$ cat src/rtl/vga_timing_out_if.sv
// Signal bundle between the VGA timing/output stage and the draw stage plus connector pins.
// The master side is the timing block. The slave side is the draw stage and the pins.
interface vga_timing_out_if;
  logic [9:0] h_count;
  logic [9:0] v_count;
  logic       frame_start;
  logic [7:0] rgb_in;
  logic       hsync;
  logic       vsync;
  logic [2:0] vga_red;
  logic [2:0] vga_green;
  logic [1:0] vga_blue;

  modport master (
    output h_count, v_count, frame_start, hsync, vsync, vga_red, vga_green, vga_blue,
    input  rgb_in
  );

  modport slave (
    input  h_count, v_count, frame_start, hsync, vsync, vga_red, vga_green, vga_blue,
    output rgb_in
  );
endinterface

$ cat src/rtl/vga_timing_out.sv
// 640x480@60 VGA timing generator. Sync and active flags are delayed to line up with the
// registered pixel from the draw stage, then the colour is blanked and the pins are registered.
module vga_timing_out #(
  parameter int unsigned H_TOTAL        = 800,
  parameter int unsigned H_SYNC         = 96,
  parameter int unsigned H_ACTIVE_START = 144,
  parameter int unsigned H_ACTIVE_END   = 784,
  parameter int unsigned V_TOTAL        = 525,
  parameter int unsigned V_SYNC         = 2,
  parameter int unsigned V_ACTIVE_START = 35,
  parameter int unsigned V_ACTIVE_END   = 515,
  parameter int unsigned PIPE_DELAY     = 1
) (
  input  logic              clk_25,
  input  logic              rst_n,
  vga_timing_out_if.master  vga
);

  localparam logic [9:0] HLast = 10'(H_TOTAL - 1);
  localparam logic [9:0] VLast = 10'(V_TOTAL - 1);
  localparam logic [9:0] HSync = 10'(H_SYNC);
  localparam logic [9:0] VSync = 10'(V_SYNC);
  localparam logic [9:0] HActS = 10'(H_ACTIVE_START);
  localparam logic [9:0] HActE = 10'(H_ACTIVE_END);
  localparam logic [9:0] VActS = 10'(V_ACTIVE_START);
  localparam logic [9:0] VActE = 10'(V_ACTIVE_END);

  logic [9:0] h_q, h_d;
  logic [9:0] v_q, v_d;
  logic       frame_start_q;
  logic       hs_raw, vs_raw, act_raw;

  // Each stage holds {hs, vs, act}; stage PIPE_DELAY-1 is the tap aligned with rgb_in.
  logic [PIPE_DELAY-1:0][2:0] pipe_q, pipe_d;
  logic [2:0]                 tap;

  logic       hsync_q, vsync_q;
  logic [7:0] rgb_q;

  always_comb begin
    h_d = h_q + 10'd1;
    v_d = v_q;
    if (h_q == HLast) begin
      h_d = 10'd0;
      v_d = (v_q == VLast) ? 10'd0 : v_q + 10'd1;
    end
  end

  always_comb begin
    hs_raw  = (h_q >= HSync);
    vs_raw  = (v_q >= VSync);
    act_raw = (h_q >= HActS) && (h_q < HActE) && (v_q >= VActS) && (v_q < VActE);
  end

  always_comb begin
    pipe_d    = pipe_q << 3;
    pipe_d[0] = {hs_raw, vs_raw, act_raw};
  end

  assign tap = pipe_q[PIPE_DELAY-1];

  always_ff @(posedge clk_25 or negedge rst_n) begin
    if (!rst_n) begin
      h_q           <= 10'd0;
      v_q           <= 10'd0;
      frame_start_q <= 1'b0;
      pipe_q        <= {PIPE_DELAY{3'b110}};
      hsync_q       <= 1'b1;
      vsync_q       <= 1'b1;
      rgb_q         <= 8'h00;
    end else begin
      h_q           <= h_d;
      v_q           <= v_d;
      frame_start_q <= (h_d == 10'd0) && (v_d == 10'd0);
      pipe_q        <= pipe_d;
      hsync_q       <= tap[2];
      vsync_q       <= tap[1];
      // Gate on the delayed active flag so blanking-time garbage never reaches the DAC.
      rgb_q         <= tap[0] ? vga.rgb_in : 8'h00;
    end
  end

  assign vga.h_count     = h_q;
  assign vga.v_count     = v_q;
  assign vga.frame_start = frame_start_q;
  assign vga.hsync       = hsync_q;
  assign vga.vsync       = vsync_q;
  assign vga.vga_red     = rgb_q[7:5];
  assign vga.vga_green   = rgb_q[4:2];
  assign vga.vga_blue    = rgb_q[1:0];

endmodule

$ cat src/flat_wrapper.sv
// flat-port wrapper written by rule: the top's interface ports become plain ports
module vga_timing_out_flat 
#(
  parameter int unsigned H_TOTAL        = 800,
  parameter int unsigned H_SYNC         = 96,
  parameter int unsigned H_ACTIVE_START = 144,
  parameter int unsigned H_ACTIVE_END   = 784,
  parameter int unsigned V_TOTAL        = 525,
  parameter int unsigned V_SYNC         = 2,
  parameter int unsigned V_ACTIVE_START = 35,
  parameter int unsigned V_ACTIVE_END   = 515,
  parameter int unsigned PIPE_DELAY     = 1
)
  (clk_25, rst_n, vga_h_count, vga_v_count, vga_frame_start, vga_hsync, vga_vsync, vga_vga_red, vga_vga_green, vga_vga_blue, vga_rgb_in);
  vga_timing_out_if vga_i ();
  input  logic clk_25;
  input  logic rst_n;
  output wire logic [$bits(vga_i.h_count)-1:0] vga_h_count;
  output wire logic [$bits(vga_i.v_count)-1:0] vga_v_count;
  output wire logic [$bits(vga_i.frame_start)-1:0] vga_frame_start;
  output wire logic [$bits(vga_i.hsync)-1:0] vga_hsync;
  output wire logic [$bits(vga_i.vsync)-1:0] vga_vsync;
  output wire logic [$bits(vga_i.vga_red)-1:0] vga_vga_red;
  output wire logic [$bits(vga_i.vga_green)-1:0] vga_vga_green;
  output wire logic [$bits(vga_i.vga_blue)-1:0] vga_vga_blue;
  input wire logic [$bits(vga_i.rgb_in)-1:0] vga_rgb_in;
  assign vga_h_count = vga_i.h_count;
  assign vga_v_count = vga_i.v_count;
  assign vga_frame_start = vga_i.frame_start;
  assign vga_hsync = vga_i.hsync;
  assign vga_vsync = vga_i.vsync;
  assign vga_vga_red = vga_i.vga_red;
  assign vga_vga_green = vga_i.vga_green;
  assign vga_vga_blue = vga_i.vga_blue;
  assign vga_i.rgb_in = vga_rgb_in;
  vga_timing_out #(.H_TOTAL(H_TOTAL), .H_SYNC(H_SYNC), .H_ACTIVE_START(H_ACTIVE_START), .H_ACTIVE_END(H_ACTIVE_END), .V_TOTAL(V_TOTAL), .V_SYNC(V_SYNC), .V_ACTIVE_START(V_ACTIVE_START), .V_ACTIVE_END(V_ACTIVE_END), .PIPE_DELAY(PIPE_DELAY)) u_core (.clk_25(clk_25), .rst_n(rst_n), .vga(vga_i));
endmodule
$ cat config.mk
export PLATFORM = sky130hd
export DESIGN_NAME = vga_timing_out_flat
export DESIGN_NICKNAME = d
export VERILOG_FILES = /design/src/rtl/vga_timing_out_if.sv /design/src/rtl/vga_timing_out.sv /design/src/flat_wrapper.sv
export SDC_FILE = /design/constraint.sdc
export NUM_CORES = 1
export LEC_CHECK = 0
export BUFFER_PORTS_ARGS = -buffer_cell sky130_fd_sc_hd__buf_2
export CORE_ASPECT_RATIO = 0.9
export CORE_MARGIN = 2
export CORE_UTILIZATION = 40
export CTS_BUF_LIST = sky130_fd_sc_hd__clkbuf_2
export CTS_CLUSTER_SIZE = 8
export DETAILED_ROUTE_END_ITERATION = 10
export SYNTH_ARGS = -nofsm -noshare
export SYNTH_HDL_FRONTEND = slang
export SYNTH_SLANG_ARGS = --single-unit
$ cat constraint.sdc
create_clock -name clk_25 -period 2.7 [get_ports clk_25]
set_input_delay 0 -clock clk_25 [delete_from_list [all_inputs] [get_ports clk_25]]
set_output_delay 0 -clock clk_25 [all_outputs]
set_load 0.02 [all_outputs]
==> results of run 1 <==
stage by stage:
stage,utilization,power [W]
6_report,0.512,0.000979
5_1_grt,0.512,0.00101
4_1_cts,0.512,0.000990
3_5_place_dp,0.471,0.000535
3_3_place_gp,0.471,0.000535
2_1_floorplan,-,0.000519
routing by layer:
layer / vias up / track usage / part of all wire / wire (um)
met5: - / 0 / 0 / 0
met2: 58 / 0.267 / 0.45 / 1870
met4: 0 / 0.0461 / 0.010 / 42
li1: 759 / - / - / -
met3: 6 / 0.0412 / 0.063 / 257
met1: 735 / 0.241 / 0.47 / 1940
layout by cell type, fill, tap and decap left out, types with 2 or more instances in the layout:
cell type	count
o31ai_1	3
dfrtp_1	30
or2_2	2
o21ai_0	11
nor3_1	8
a41oi_1	2
bufinv_16	2
nand2b_1	2
xor2_1	3
nor4_4	2
xnor2_1	8
clkbuf_2	5
buf_2	40
dfstp_2	4
buf_4	4
o41ai_1	3
a21oi_1	4
inv_1	10
dlygate4sd3_1	9
nor2_1	10
nand2_1	15
or4_1	3
nand4_1	5
and3_1	3
ha_1	5
nand3_1	5
and2_1	9
worst max-delay path, delay by kind of cell, from the launching register on:
| family | cells | cell delay, ns |
|---|---|---|
| AO/OA/AOI/OAI | 1 | 0.13 |
| flip-flops | 1 | 0.46 |
| adder cells (fa/ha/maj) | 1 | 0.30 |
| AND/OR/NAND/NOR | 5 | 1.51 |
final cells by class:
cell class / instances / area (um2)
fillers: 428 / 2180
flip-flops and latches: 34 / 856
multi-input cells: 129 / 900
clock inverters: 3 / 68.8
repair buffers: 53 / 320
well taps: 62 / 77.6
inverters: 10 / 37.5
clock buffers: 5 / 25.0
registers in the layout (all words and copies together) (netlist names):
| name | count |
|---|---|
| u_core.vga.hsync | 1 |
| u_core.rgb_q | 8 |
| u_core.vga.h_count | 10 |
| u_core.vga.frame_start | 1 |
| u_core.vga.v_count | 10 |
| u_core.pipe_q | 3 |
| u_core.vga.vsync | 1 |
worst min-delay path by stage:
| stage | cells after the start | slack, ns | to |
|---|---|---|---|
| 2_1_floorplan | 0 | -0.30 | u_core.pipe_q[0] |
| 3_3_place_gp | 1 | 0.12 | u_core.vga.h_count[9] |
| 3_5_place_dp | 1 | 0.12 | u_core.vga.h_count[5] |
| 4_1_cts | 2 | 0.20 | u_core.vga.h_count[8] |
| 5_1_grt | 2 | 0.25 | u_core.vga.h_count[6] |
| 6_report | 2 | 0.17 | u_core.vga.h_count[5] |
power by group through the flow:
stage	combinational [W]	sequential, W	clock, W
final	0.0000255	0.000510	0.000443
after global routing	0.0000296	0.000511	0.000471
after CTS	0.0000263	0.000510	0.000453
after detailed placement	0.0000164	0.000519	0
after global placement	0.0000165	0.000519	0
after floorplan	0.000000000799	0.000519	0
what timing repair did:
action | in CTS | in global routing
hold endpoints to repair | 38 | 0
hold buffers | 9 | 0
resized for setup | 0 | 0
cells by family after synthesis:
kind of cell / after synthesis
simple gates: 75
compound gates: 36
flops: 34
buf+inv: 23
xor+xnor: 11
fa+ha+maj: 5
mux: 2
==> impl_metrics.yaml, run 1 <==
worst_setup_path:
  timing.rr.end: "u_core.vga.frame_start"
  endpoint: "u_core.vga.frame_start"
  path_class: "register to register"
  crit_path_end_kind: "register"
  critPathRequiredTime_ns: 3.01
  r2r_slack_ns: 0.23
  startpoint_type: "register"
  critical-path-slowest-cell: "or4_4"
  rr_worst_depth: 7
  path_cells: "ha_1, nand4_4, or4_4, or3_4, a21oi_2, nand4_1, nor4_2"
  arrival_ns: 2.78
  slowest_delay_ns: 0.57
  critPathMaxFanout: 8
  crit_start: "u_core.vga.h_count[0]"
  r2r-start: "u_core.vga.h_count[0]"
detailed_routing:
  firstDrtPassIters: 4
  drt_wl_total_um: 4110
  drt_iter0_drc: 136
  viasPerCell: 5.26
  ant_nets: 0
  wl_per_cell_um: 13.9
  post-route-drc-count: 0
  vias: 1558
pwr:
  p_per_area_nw_per_um2: 428
  p_leak_nw: 1.08
  seqPwrFrac: 0.521
  power.clock.fraction: 0.453
  ir_drop_v: 0.000204
  p_comb_frac: 0.026
  power.switching_w: 0.000204
  internal_power_w: 0.000774
  swShare: 0.209
synth:
  synth-compound-area-share: 0.134
  avgSynthCellArea_um2: 9.93
  yosysUniqueCellTypes: 50
  yosys-top-cells-count: "30 x dfrtp_1, 15 x nand2_1, 11 x o21ai_0"
  synthCells: 186
  synthXorXnorAreaFrac: 0.0522
  synth_top_area_share: 0.407
  syn_area_um2: 1850
  yosys-mux-area-fraction: 0.0115
  netlist_top_cells_area: "dfrtp_1 41%, dfstp_2 5.7%, xnor2_1 3.8%, ha_1 3.4%, and2_1 3.0%"
  synth_adder_area_share: 0.0339
  yosysMostFrequentCell: "dfrtp_1"
  ys_seq_area_frac: 0.463
  synth_edf_count: 0
  ys.flop_type: "dfrtp_1"
  synth_nets: 201
  synth_top_family_by_area: "simple AND/OR/NAND/NOR gates"
  ys_ff_latch: 34
  synthSimpleGateAreaFrac: 0.255
  async_reset_ff_frac: 1.00
  synth_top_area_cell: "dfrtp_1"
  ys.warnings.count: 0
clocking:
  cts_buffers: 5
  post-cts-setup-buffers: 0
  h-tree-depth: 2
  path_clk_slew_ns: 0.20
  clock_sinks: 34
  cts-root-buf: "clkbuf_2"
  clockBufferDepth: 2
  clock_latency_ns: 0.39
  cts_tree: "built"
layout:
  antenna_cells: 0
  syn_to_final_growth_pct: 23.7
  layout-drive-gt1-share: 0.299
  finalNonFillerCells: 296
  finalInstanceArea_um2: 2280
  nNetsFinal: 248
floorplan:
  start_util: 0.414
  coreArea_um2: 4460
  die_w_um: 75.6
  ios: 41
  rows: 23
  die_area_um2: 5180
  chipHeight_um: 68.5
placed_design:
  port_buffers: 40
  dp.cells: 279
  dp_worst_setup_slack_ns: 0.248
  dp_hpwl_um: 2850
  gp_congestion: 0.835
  placedInstanceArea_um2: 2100
sta:
  hold_viol_final: 0
  setup_viol: 0
  maxSlewViolCount: 0
  tightest_slew_ns: 0.760
  timing.final.ws_setup_ns: 0.235
  whs_ns: 0.173
  final.setup.tns_ns: 0
  finClkSkew_ns: 0.0131
  period_share: 0.913
  max-slew-margin-rel: 0.493
  layout_min_cycle_time_ns: 2.47
  max_freq_mhz: 406
  rsz0062_at_grt: "false"
hold_path:
  hold_path.class: "primary input to async pin"
grt:
  grt_pass1_wl_um: 6750
  grt_antenna_before_repair: 0
  grt_overflow: 0
  grt.total_usage: 0.173
  grt_max_degree: 35
  first_global_vias: 1442
flow_run:
  drv_cap: 0
outcome:
  status: "complete, no violations"
Note: power is estimated with default switching activity, not from simulation.
==> inputs of run 2 (changes only) <==
--- a/config.mk
+++ b/config.mk
@@ -5,6 +5,7 @@
 export SDC_FILE = /design/constraint.sdc
 export NUM_CORES = 1
 export LEC_CHECK = 0
+export ABC_AREA = 1
 export BUFFER_PORTS_ARGS = -buffer_cell sky130_fd_sc_hd__buf_2
 export CORE_ASPECT_RATIO = 0.9
 export CORE_MARGIN = 2
==> constraint.sdc (replaced) <==
create_clock -name clk_25 -period 2.67 [get_ports clk_25]
set_input_delay 0 -clock clk_25 [delete_from_list [all_inputs] [get_ports clk_25]]
set_output_delay 0 -clock clk_25 [all_outputs]
set_load 0.02 [all_outputs]
==> run 2 against run 1 <==
Power fell by 21%. Combinational power barely moved. Clock-buffer cell count did not move. Hold slack gained 0.020 ns. Die area rose by 2.0%. Clock power decreased by 47%. Maximum frequency grew 33%. Largest cell class is now sequential cells. Highest routed layer unchanged.
==> impl_metrics.yaml, run 2 <==
outcome:
  status: "complete, no violations"
detailed_routing:
  firstDrtPassIters: 4
  drt_iter0_drc: 93
  drt_wl_total_um: 4110
  viasPerCell: 4.56
  post-route-drc-count: 0
  vias: 1679
  ant_nets: 0
  wl_per_cell_um: 11.2
clocking:
  cts-root-buf: "clkbuf_2"
  clock_sinks: 34
  cts_buffers: 5
  ctsResizeCount: 0
  clock_latency_ns: 0.37
  h-tree-depth: 2
  clockBufferDepth: 2
  cts_tree: "built"
  path_clk_slew_ns: 0.18
  post-cts-setup-buffers: 0
  ctsHoldBuffers: 9
floorplan:
  start_util: 0.420
  coreArea_um2: 4490
  rows: 23
  die_w_um: 76.4
  ios: 41
  die_area_um2: 5280
  chipHeight_um: 69.2
worst_setup_path:
  rr_worst_depth: 11
  critPathMaxFanout: 6
  critPathRequiredTime_ns: 3.00
  r2r_slack_ns: 0.82
  path_class: "register to register"
  crit_path_end_kind: "register"
  path_cells: "ha_1, nand2_2, nor2_8, nand3_2, nand2_1, nand3_1, nor2_1, nand2_1, nor2_1, nand2_1, nor2_1"
  startpoint_type: "register"
  slowest_delay_ns: 0.44
  timing.rr.end: "u_core.vga.frame_start"
  r2r-start: "u_core.vga.h_count[0]"
  critical-path-slowest-cell: "dfrtp_1"
  arrival_ns: 2.18
synth:
  syn_area_um2: 1890
  synth_edf_count: 0
  ys.flop_type: "dfrtp_1"
  async_reset_ff_frac: 1.00
  avgSynthCellArea_um2: 7.49
  yosysMostFrequentCell: "nand2_1"
  synth_top_family_by_area: "simple AND/OR/NAND/NOR gates"
  ys.warnings.count: 0
  ys_seq_area_frac: 0.454
  yosys-top-cells-count: "72 x nand2_1, 54 x inv_1, 30 x dfrtp_1"
  yosysUniqueCellTypes: 26
  synthSimpleGateAreaFrac: 0.359
  synth_adder_area_share: 0.0332
  synth_nets: 267
  netlist_top_cells_area: "dfrtp_1 40%, nand2_1 14%, inv_1 11%, dfstp_2 5.6%, nand3_1 5.6%"
  synthCells: 252
  synthXorXnorAreaFrac: 0.00928
  synth_top_area_share: 0.398
  ys_ff_latch: 34
  yosys-mux-area-fraction: 0
  synth-compound-area-share: 0.0292
  synth_top_area_cell: "dfrtp_1"
grt:
  grt_max_degree: 35
  grt_busiest_layer: "met1"
  first_global_vias: 1555
  met3_usage: 0.0537
  grtUsageMet2: 0.235
  grtUsageMet1: 0.244
  grt_antenna_before_repair: 0
  grt.total_usage: 0.169
  grt_overflow: 0
  grt_pass1_wl_um: 7150
placed_design:
  dp_hpwl_um: 3060
  port_buffers: 40
  dp_worst_setup_slack_ns: 0.815
  gp_congestion: 0.868
sta:
  timing.final.ws_setup_ns: 0.816
  hold_viol_final: 0
  period_share: 0.694
  max-slew-margin-rel: 0.506
  max_freq_mhz: 539
  rsz0062_at_grt: "false"
  finClkSkew_ns: 0.0159
  tightest_slew_ns: 0.742
  layout_min_cycle_time_ns: 1.85
  final.setup.tns_ns: 0
  maxSlewViolCount: 0
  setup_viol: 0
pwr:
  p_comb_frac: 0.033
  swShare: 0.245
  p_total_w: 0.000775
  internal_power_w: 0.000586
  ir_drop_v: 0.000138
  seqPwrFrac: 0.665
  power.switching_w: 0.000190
  power.clock.fraction: 0.302
  p_per_area_nw_per_um2: 340
  p_leak_nw: 1.44
layout:
  nNetsFinal: 321
  final_common_cell: "nand2_1"
  layout_common_cells: "72 x nand2_1, 54 x inv_1, 40 x buf_2"
  fin_util: 0.508
  layout-drive-gt1-share: 0.206
  syn_to_final_growth_pct: 20.8
  antenna_cells: 0
flow_run:
  drv_cap: 0
hold_path:
  hold_path.class: "primary input to async pin"
-- run 2: cells by family (layout without fill, tap and decap cells) --
group,count (synthesis),count (layout)
AND/OR/NAND/NOR,144,144
buffers and inverters,57,111
flip-flops,34,34
AO/OA/AOI/OAI,10,10
adder cells (fa/ha/maj),5,5
XOR/XNOR,2,2
-- run 2: layer usage --
metal  up-vias  routed length [um]
li1        885                   -
met1       741                2120
met2        44                1660
met3         9                 239
met4         0                  87
met5         -                   0
-- run 2: worst max path at each step --
stage | start | endpoint | slack, ns | cells after the start
finish | u_core.vga.h_count[0] | u_core.vga.frame_start | 0.82 | 11
CTS | u_core.vga.h_count[0] | u_core.vga.frame_start | 0.78 | 11
floorplan | u_core.vga.h_count[1] | u_core.vga.frame_start | 0.99 | 9
detailed placement | u_core.vga.h_count[0] | u_core.vga.frame_start | 0.82 | 11
global placement | u_core.vga.h_count[0] | u_core.vga.frame_start | 0.84 | 11
global route | u_core.vga.h_count[0] | u_core.vga.frame_start | 0.56 | 11
-- run 2: final cells by class --
type,instances,area (um2)
fillers,465,2210
repair buffers,49,290
flip-flops and latches,34,856
well taps,62,77.6
inverters,55,206
clock inverters,2,10.0
multi-input cells,161,813
clock buffers,5,25.0
-- run 2: power groups by stage --
stage          combinational, W  clock, W  sequential, W
2_1_floorplan    0.000000000633         0       0.000525
3_3_place_gp          0.0000169         0       0.000525
3_5_place_dp          0.0000169         0       0.000525
4_1_cts               0.0000269  0.000247       0.000516
5_1_grt               0.0000292  0.000270       0.000516
6_report              0.0000256  0.000234       0.000516
-- run 2: through the flow --
stage / area [um2] / hold WS, ns / cells
floorplan: 1890 / -0.296 / 252
global placement: 2150 / 0.114 / 352
detailed placement: 2150 / 0.115 / 352
CTS: 2280 / 0.205 / 368
global route: 2280 / 0.227 / 368
finish: 2280 / 0.193 / 368
-- run 2: critical path, delay by kind of cell (launching register included) --
kind / cells / cell delay, ns
adders and majority gates: 1 / 0.24
DFF: 1 / 0.44
and+or+nand+nor: 10 / 1.12
